**config.mk**
```make
export PLATFORM = sky130hd
export DESIGN_NAME = sram_port_ctrl
export DESIGN_NICKNAME = d
export VERILOG_FILES = /design/src/rtl/sram_port_ctrl.sv
export SDC_FILE = /design/constraint.sdc
export NUM_CORES = 1
export LEC_CHECK = 0
export ABC_AREA = 1
export CAP_MARGIN = 20
export CORE_AREA = 2 2 150 123
export CTS_CLUSTER_SIZE = 20
export DETAILED_ROUTE_END_ITERATION = 16
export DIE_AREA = 0 0 152 125
export GPL_TIMING_DRIVEN = 0
export PLACE_DENSITY_LB_ADDON = 0.25
export SLEW_MARGIN = 20
export SYNTH_ARGS = -nofsm -noshare
export SYNTH_HDL_FRONTEND = slang
export SYNTH_SLANG_ARGS = --single-unit
```
**constraint.sdc**
```tcl
create_clock -name CLK -period 1.7 [get_ports CLK]
set_input_delay 0.51 -clock CLK [delete_from_list [all_inputs] [get_ports CLK]]
set_output_delay 0.51 -clock CLK [all_outputs]
set_load 0.05 [all_outputs]
```
**src/rtl/sram_port_ctrl.sv**
```systemverilog
// ---------------------------------------------------------------------------
// sram_port_ctrl
//   Burst controller for a 256x32 single-port SRAM macro (NCE/NWRT/RA/CA/DIN/DO).
//   Burst commands, a write-beat stream and a read-beat stream are turned
//   into SRAM cycles. The two-edge read latency of the macro is absorbed by a
//   small read FIFO. A read is issued only when the FIFO is sure to have room
//   for its data when that data comes back.
//
//   Optional feature macro: SRAM_CTRL_STAT_EN adds stat_wr_cnt / stat_rd_cnt.
//
// Ports
//   CLK, RST           clock (posedge) and synchronous active-high reset
//   cmd_*              burst command: wr selects direction, addr = start word,
//                      len = beats minus one
//   wr_valid/ready/data  write beat stream into the controller
//   rd_valid/ready/data  read beat stream out of the controller (FIFO head)
//   busy               FSM not idle, or read data still buffered
//   dbg_state          current FSM state (IDLE=0, WRITE=1, READ=2, DRAIN=3)
//   NCE, NWRT, RA, CA, DIN   registered SRAM controls, address and write data
//   DO                 SRAM read data, valid one cycle after the SRAM samples
//   stat_wr_cnt/rd_cnt (SRAM_CTRL_STAT_EN only) SRAM writes issued / read
//                      beats delivered, both wrap at 16 bits
//
// Handshakes (cmd, wr, rd): a transfer happens on a rising CLK edge where
// valid and ready are both 1. The sender holds its payload stable while
// valid is 1 and ready is 0. Neither side makes valid depend on ready.
// ---------------------------------------------------------------------------
module sram_port_ctrl #(
    parameter int DW  = 32,
    parameter int AW  = 8,
    parameter int RAW = 6,
    parameter int CAW = 2,
    parameter int RDQ = 4
) (
    input  logic           CLK,
    input  logic           RST,
    input  logic           cmd_valid,
    output logic           cmd_ready,
    input  logic           cmd_wr,
    input  logic [AW-1:0]  cmd_addr,
    input  logic [AW-1:0]  cmd_len,
    input  logic           wr_valid,
    output logic           wr_ready,
    input  logic [DW-1:0]  wr_data,
    output logic           rd_valid,
    input  logic           rd_ready,
    output logic [DW-1:0]  rd_data,
    output logic           busy,
    output logic [1:0]     dbg_state,
    output logic           NCE,
    output logic           NWRT,
    output logic [RAW-1:0] RA,
    output logic [CAW-1:0] CA,
    output logic [DW-1:0]  DIN,
    input  logic [DW-1:0]  DO
`ifdef SRAM_CTRL_STAT_EN
    ,
    output logic [15:0]    stat_wr_cnt,
    output logic [15:0]    stat_rd_cnt
`endif
);

    localparam int QAW = $clog2(RDQ);

    typedef enum logic [1:0] {
        S_IDLE  = 2'd0,
        S_WRITE = 2'd1,
        S_READ  = 2'd2,
        S_DRAIN = 2'd3
    } state_t;

    state_t          state;
    state_t          state_nx;
    logic [AW-1:0]   addr;
    logic [AW-1:0]   rem;

    // Read pipeline: rd_p0 = read driven onto the SRAM pins this cycle,
    // rd_p1 = DO carries that read's data and is pushed at the next edge.
    logic            rd_p0;
    logic            rd_p1;

    logic [DW-1:0]   fifo_mem [RDQ];
    logic [QAW-1:0]  wptr;
    logic [QAW-1:0]  rptr;
    logic [QAW:0]    occ;

    logic            cmd_fire;
    logic            wr_fire;
    logic            rd_fire;
    logic            rd_issue;
    logic            credit_ok;
    logic [QAW+1:0]  credit_used;

    // Every read in flight already owns a FIFO slot, so the capture of DO
    // can never find the FIFO full.
    assign credit_used = {1'b0, occ}
                       + {{(QAW+1){1'b0}}, rd_p0}
                       + {{(QAW+1){1'b0}}, rd_p1};
    assign credit_ok   = credit_used < (QAW+2)'(RDQ);

    assign cmd_fire  = cmd_valid && cmd_ready;
    assign wr_fire   = wr_valid && wr_ready;
    assign rd_valid  = (occ != '0);
    assign rd_data   = fifo_mem[rptr];
    assign rd_fire   = rd_valid && rd_ready;
    assign busy      = (state != S_IDLE) || (occ != '0);
    assign dbg_state = state;

    // FSM: state register
    always_ff @(posedge CLK) begin
        if (RST) begin
            state <= S_IDLE;
        end else begin
            state <= state_nx;
        end
    end

    // FSM: next state
    always_comb begin
        state_nx = state;
        case (state)
            S_IDLE:  if (cmd_fire) state_nx = cmd_wr ? S_WRITE : S_READ;
            S_WRITE: if (wr_fire && (rem == '0)) state_nx = S_IDLE;
            S_READ:  if (rd_issue && (rem == '0)) state_nx = S_DRAIN;
            S_DRAIN: if (!rd_p0 && !rd_p1) state_nx = S_IDLE;
            default: state_nx = S_IDLE;
        endcase
    end

    // FSM: outputs
    always_comb begin
        cmd_ready = 1'b0;
        wr_ready  = 1'b0;
        rd_issue  = 1'b0;
        if (!RST) begin
            case (state)
                S_IDLE:  cmd_ready = 1'b1;
                S_WRITE: wr_ready  = 1'b1;
                S_READ:  rd_issue  = credit_ok;
                default: ;
            endcase
        end
    end

    // SRAM pin registers, burst address/count, read pipeline and FIFO pointers
    always_ff @(posedge CLK) begin
        if (RST) begin
            NCE   <= 1'b1;
            NWRT  <= 1'b1;
            RA    <= '0;
            CA    <= '0;
            DIN   <= '0;
            addr  <= '0;
            rem   <= '0;
            rd_p0 <= 1'b0;
            rd_p1 <= 1'b0;
            wptr  <= '0;
            rptr  <= '0;
            occ   <= '0;
        end else begin
            NCE   <= 1'b1;
            NWRT  <= 1'b1;
            rd_p0 <= rd_issue;
            rd_p1 <= rd_p0;
            if (cmd_fire) begin
                addr <= cmd_addr;
                rem  <= cmd_len;
            end
            if (wr_fire) begin
                NCE      <= 1'b0;
                NWRT     <= 1'b0;
                {RA, CA} <= addr;
                DIN      <= wr_data;
                addr     <= addr + 1'b1;
                rem      <= rem - 1'b1;
            end
            if (rd_issue) begin
                NCE      <= 1'b0;
                {RA, CA} <= addr;
                addr     <= addr + 1'b1;
                rem      <= rem - 1'b1;
            end
            if (rd_p1) wptr <= wptr + 1'b1;
            if (rd_fire) rptr <= rptr + 1'b1;
            occ <= occ + {{QAW{1'b0}}, rd_p1} - {{QAW{1'b0}}, rd_fire};
        end
    end

    // FIFO storage needs no reset: the pointers define what is valid.
    always_ff @(posedge CLK) begin
        if (rd_p1) fifo_mem[wptr] <= DO;
    end

`ifdef SRAM_CTRL_STAT_EN
    always_ff @(posedge CLK) begin
        if (RST) begin
            stat_wr_cnt <= '0;
            stat_rd_cnt <= '0;
        end else begin
            if (wr_fire) stat_wr_cnt <= stat_wr_cnt + 1'b1;
            if (rd_fire) stat_rd_cnt <= stat_rd_cnt + 1'b1;
        end
    end
`endif

endmodule

```
## Yosys cells after proc, flatten, opt, wreduce, memory -nomap -nowiden

Memory sizes are Yosys's and may differ from the RTL's. A register that Yosys moved wholly into a read port is not among the register bits.
Index checks and enable logic that the tools add are counted.

- Latch bits: 0
- Memories kept: 1
- Input bits: 86
- Logic and storage cells: 74
- Output and inout port bits: 80
- Memory bits (read-only): 0
- Register bits: 69
- Memory bits (writable): 128

Memory list:

| name | depth | width | rd ports | clocked after Yosys merged registers in | wr ports | line | text |
|---|---|---|---|---|---|---|---|
| fifo_mem | 4 | 32 | 1 | 1 | 1 | 82 | `logic [DW-1:0] fifo_mem [RDQ];` |

- Equal/unequal tests: 7
- Multiplexer cells: 28
- Reduce and logical (&&, ||, !) cells: 16
- Shift-type cells: 0
- Multiply operators: 0
- Divide/modulo/power cells: 0
- Bitwise operators: 0
- $lt $le $gt $ge: 1
- Add/subtract/negate cells: 8

Operators with widths:

| cell | number |
|---|---|
| $mux W8 | 6 |
| $mux W2 | 9 |
| $mux W6 | 2 |
| $mux W1 | 10 |
| $add A8 B1 Y8 const B | 1 |
| $logic_not A8 Y1 | 1 |
| $ne A2 B2 Y1 const B | 4 |
| $pmux W2 S4 | 1 |
| $sub A8 B1 Y8 const B | 1 |
| $logic_and A1 B1 Y1 | 6 |
| $reduce_bool A3 Y1 | 2 |
| $add A2 B1 Y2 const B | 2 |
| $add A3 B1 Y4 | 1 |
| $add A4 B1 Y4 | 1 |
| $eq A2 B2 Y1 const B | 2 |
| $lt A4 B3 Y1 const B | 1 |
| $reduce_and A4 Y1 | 1 |
| $reduce_bool A2 Y1 | 2 |
| $add A3 B1 Y3 | 1 |
| $sub A3 B1 Y3 | 1 |
| $eq A2 B1 Y1 const B | 1 |
| $logic_not A1 Y1 | 2 |
| $logic_not A2 Y1 | 1 |
| $logic_or A1 B1 Y1 | 1 |

## Logic depth before layout (Yosys ltp)

Gate-level depths: netlist of the first run.

- Depth in word-level cells: 8
- Mapped depth: 12
- Mapped depth without buffers: 11

## Worst setup path after synthesis of the first run

OpenSTA, ideal clock, no wires.

- Path type: input to output
- Start point: input port RST
- End point: output port cmd_ready
- Slack: -0.560 ns
- Path buffers: 1
- Stages on the path: 2
- Data required time: 1.190 ns
- Data arrival time: 1.750 ns
- Cells stage by stage: clkbuf_1 > nor3_1

- Cells in the longest elaborated chain, start to end: 1

Ends and longest elaborated chain:

| item | line | text |
|---|---|---|
| from (decl) | 36 | `input logic RST,` |
| $mux W1 | 135 | `if (!RST) begin` |
| to (decl) | 38 | `output logic cmd_ready,` |

No other way between the ends.

==> results.sh, run 1 <==
export IMPL_status="finished with violations"
export IMPL_violations="setup timing"
export IMPL_synth_simple_gate_area_share_pct=16.9
export IMPL_placed_area_um2=10400
export IMPL_power_share_sequential_pct=34.5
export IMPL_fin_skew_ps=14.5
export IMPL_period_needed_ps=2170
export IMPL_synth_compound_area_share_pct=8.42
export IMPL_clkPwrFrac_pct=24.0
export IMPL_via_count=6182
export IMPL_synth_xor_area_share_pct=1.22
export IMPL_grtUsageMet1_pct=27.2
export IMPL_die_w_um=152
export IMPL_swShare_pct=39.2
export IMPL_regArea_um2=5290
export IMPL_synthMuxAreaShare_pct=0.126
export IMPL_synth_nets=854
export IMPL_comb_power_share_pct=41.5
export IMPL_clkTransAtPathRegs_ps=70
export IMPL_cts_path_max_buffers=2
export IMPL_rr_worst_depth=10
export IMPL_crit_arrival_ps=1660
export IMPL_hold_viol=0
export IMPL_drc_errors=0
export IMPL_hold_path_depth=4
export IMPL_grt_pass1_vias=6226
export IMPL_cts_sinks=199
export IMPL_grt_use_met2_pct=36.2
export IMPL_crit_type="reg -> out"
export IMPL_antenna_found_initial=0
export IMPL_drtPass1Iterations=5
export IMPL_wire_per_inst_um=16.9
export IMPL_cts_buffers=17
export IMPL_cap_violations=0
export IMPL_switchingPower_mw=6.60
export IMPL_cell_internal_pwr_mw=10.2
export IMPL_critPathLaunchType="flip-flop"
export IMPL_timing_final_crit_share_pct=128
export IMPL_initial_core_util_pct=44.8
export IMPL_yosys_warnings=0
export IMPL_drive_gt1_share_pct=33.6
export IMPL_synth_edf_count=128
export IMPL_overflow=0
export IMPL_diodes=0
export IMPL_tritoncts="yes"
export IMPL_leakagePower_nw=4.68
export IMPL_nNetsFinal=1060
export IMPL_post_route_util_pct=67.8
export IMPL_required_ps=1190
export IMPL_yosysSeqAreaShare_pct=66.5
export IMPL_stdcell_area_um2=12000
export IMPL_final_fill_count=1319
export IMPL_dieArea_um2=19000
export IMPL_fp_dieH_um=125
export IMPL_fmax_ghz=0.461
export IMPL_setup_viol=36
export IMPL_htree_levels=4
export IMPL_avgSynthCellArea_um2=10.5
export IMPL_finalMaxSlewViolations=0
export IMPL_multi_input_area_um2=3330
export IMPL_routed_via_density=5.13
export IMPL_drtIter0Drc=296
export IMPL_core_area_um2=17700
export IMPL_synth_top_family_by_area="simple AND/OR/NAND/NOR gates"
export IMPL_tns_ps=-14570
export IMPL_ys_flop_type="edfxtp_1"
export IMPL_hold_path_class="in -> reg"
export IMPL_grt_busiest_layer="met2"
export IMPL_p_per_area_nw_per_um2=1400
export IMPL_drtAntennaViolNets=0
export IMPL_area_growth_synth_to_final_pct=51.4
export IMPL_worstSetupEndpointType="output pin"
export IMPL_io_pins=166
export IMPL_postSynthCellCount=757
export IMPL_root_buffer="clkbuf_16"
export IMPL_yosysUniqueCellTypes=30
export IMPL_slew_headroom_pct=62.6
export IMPL_fp_row_count=44
export IMPL_port_buffers=165
export IMPL_detailed_place_hpwl_mm=12.8
export IMPL_grt_max_degree=33
export IMPL_ys_ff_latch=199
export IMPL_setup_ws_ps=-469
export IMPL_rsz0062_at_grt="true"
export IMPL_worstSkewPairLatency_ps=440
export IMPL_wl_mm=20.4
export IMPL_grt_pass1_wl_mm=32.1
export IMPL_path_max_fanout=6
export IMPL_yosys_area_share_adder_pct=1.83
export IMPL_use_met3_pct=7.31
export IMPL_p_total_mw=16.8
export IMPL_netlist_area_um2=7920
export IMPL_postSynth_asyncResetShare_pct=0
export IMPL_peakVddDrop_uv=746
export IMPL_worstMarginPinSlew_ps=561
export IMPL_place_gp_congestion=0.856
export IMPL_grt_use_total_pct=21.8
==> final timing paths <==
check | endpoint | start | slack, ps
hold / removal | dbg_state[0] | RST | 430
setup / recovery | rd_data[29] | flip-flop | -470
setup reg to reg | occ[1] | occ[0] | -60
hold reg to reg | rd_p1 | rd_p0 | 450
==> sequential cells by signal, summed over array words and instances (netlist names), named ones only <==
name / count
dbg_state: 2
addr: 8
CA: 2
wptr: 2
rd_p0: 1
RA: 6
DIN: 32
rem: 8
rd_p1: 1
occ: 3
NCE: 1
fifo_mem: 128
NWRT: 1
rptr: 2
==> placed cells by master (no fill, tap or decap), types with 19 or more instances in the layout <==
| master | netlist | routed |
|---|---|---|
| o22ai_4 | 0 | 32 |
| inv_1 | 45 | 35 |
| o21ai_4 | 0 | 28 |
| nor2_2 | 2 | 33 |
| clkdlybuf4s50_1 | 0 | 83 |
| nand2_1 | 142 | 138 |
| dfxtp_1 | 71 | 63 |
| clkbuf_16 | 0 | 23 |
| edfxtp_1 | 128 | 128 |
| o21ai_1 | 0 | 24 |
| buf_2 | 8 | 34 |
| buf_6 | 3 | 37 |
| nand3_1 | 65 | 59 |
| buf_4 | 4 | 19 |
| o21ai_0 | 77 | 25 |
| nor2_1 | 96 | 50 |
==> kinds of logic after synthesis <==
logic type / count (synthesis)
compound gates: 124
xor+xnor: 11
fa+ha+maj: 11
buf+inv: 92
flops: 199
mux: 1
simple gates: 319
==> routing by layer <==
metal	routed length (um)	vias up
met3	1620	21
met2	9910	223
li1	-	3000
met5	0	-
met4	250	0
met1	8650	2938
==> area by class of cell <==
class / instances / area share, %
Inverter: 52 / 1.84
Clock inverter: 15 / 1.44
Clock buffer: 17 / 3.55
Timing Repair inverter: 1 / 0.0730
Sequential cell: 199 / 44.1
Multi-Input combinational cell: 466 / 27.8
Buffer: 40 / 3.67
Tap cell: 230 / 2.40
Timing Repair Buffer: 186 / 15.2
==> cells in the mapped netlist (2+ instances only) <==
cell type	n	area share [%]
xnor2_1	4	0.44
nor2_1	96	4.6
buf_6	3	0.43
a21oi_1	13	0.82
ha_1	10	1.6
nand2_2	3	0.24
buf_2	8	0.51
nand4_1	2	0.16
nor2_2	2	0.16
nand3_2	6	0.76
nand2_1	142	6.7
buf_1	6	0.28
o21ai_0	77	4.9
inv_1	45	2.1
clkbuf_1	19	0.90
xor2_1	7	0.77
dfxtp_1	71	18
edfxtp_1	128	49
inv_2	6	0.28
buf_4	4	0.38
o22ai_1	32	2.5
nand3_1	65	4.1
==> repair_timing <==
action                                  CTS  global route
pin swaps                                10            15
gates resized for setup                 597            87
endpoints found under the setup margin  137           157
setup buffers                            12             2
gates cloned                              5             1
hold buffers                              0             0
==> power groups by stage <==
| stage | clock network, mW | registers (mW) | logic [mW] |
|---|---|---|---|
| floorplan | 0 | 6.31 | 3.61 |
| global placement | 0 | 5.86 | 5.76 |
| detailed placement | 0 | 5.86 | 5.84 |
| CTS | 4.10 | 5.78 | 6.88 |
| global route | 4.29 | 5.83 | 7.40 |
| finish | 4.04 | 5.79 | 6.98 |
==> critical path, cell delays in order, from the launching register on <==
cell and delay [ps]:
dfxtp_2 380, buf_12 150, clkinv_4 100, clkbuf_16 190, o21ai_4 140, o22ai_4 90
buf_6 160
==> per-stage QoR <==
step | setup slack, ps | instances | hold WS, ps
final | -469 | 1206 | 433
after global routing | -523 | 1206 | 422
after CTS | -447 | 1203 | 420
after detailed placement | -1230 | 1154 | 440
after global placement | -1240 | 1152 | 439
after floorplan | -171 | 757 | 416
Power figures use the tool's default switching activity.
==> inputs of run 2 (changes only) <==
--- a/config.mk
+++ b/config.mk
@@ -11,6 +11,7 @@
 export CTS_CLUSTER_SIZE = 20
 export DETAILED_ROUTE_END_ITERATION = 16
 export DIE_AREA = 0 0 152 125
+export GPL_ROUTABILITY_DRIVEN = 1
 export GPL_TIMING_DRIVEN = 0
 export PLACE_DENSITY_LB_ADDON = 0.25
 export SLEW_MARGIN = 20
==> results of run 2 <==
Final layout, timing and power as in run 1 (identical DEF).
==> inputs of run 3 (changes only) <==
--- a/config.mk
+++ b/config.mk
@@ -6,7 +6,6 @@
 export NUM_CORES = 1
 export LEC_CHECK = 0
 export ABC_AREA = 1
-export CAP_MARGIN = 20
 export CORE_AREA = 2 2 150 123
 export CTS_CLUSTER_SIZE = 20
 export DETAILED_ROUTE_END_ITERATION = 16
==> results of run 3 <==
Final layout, timing and power as in run 1 (identical DEF).
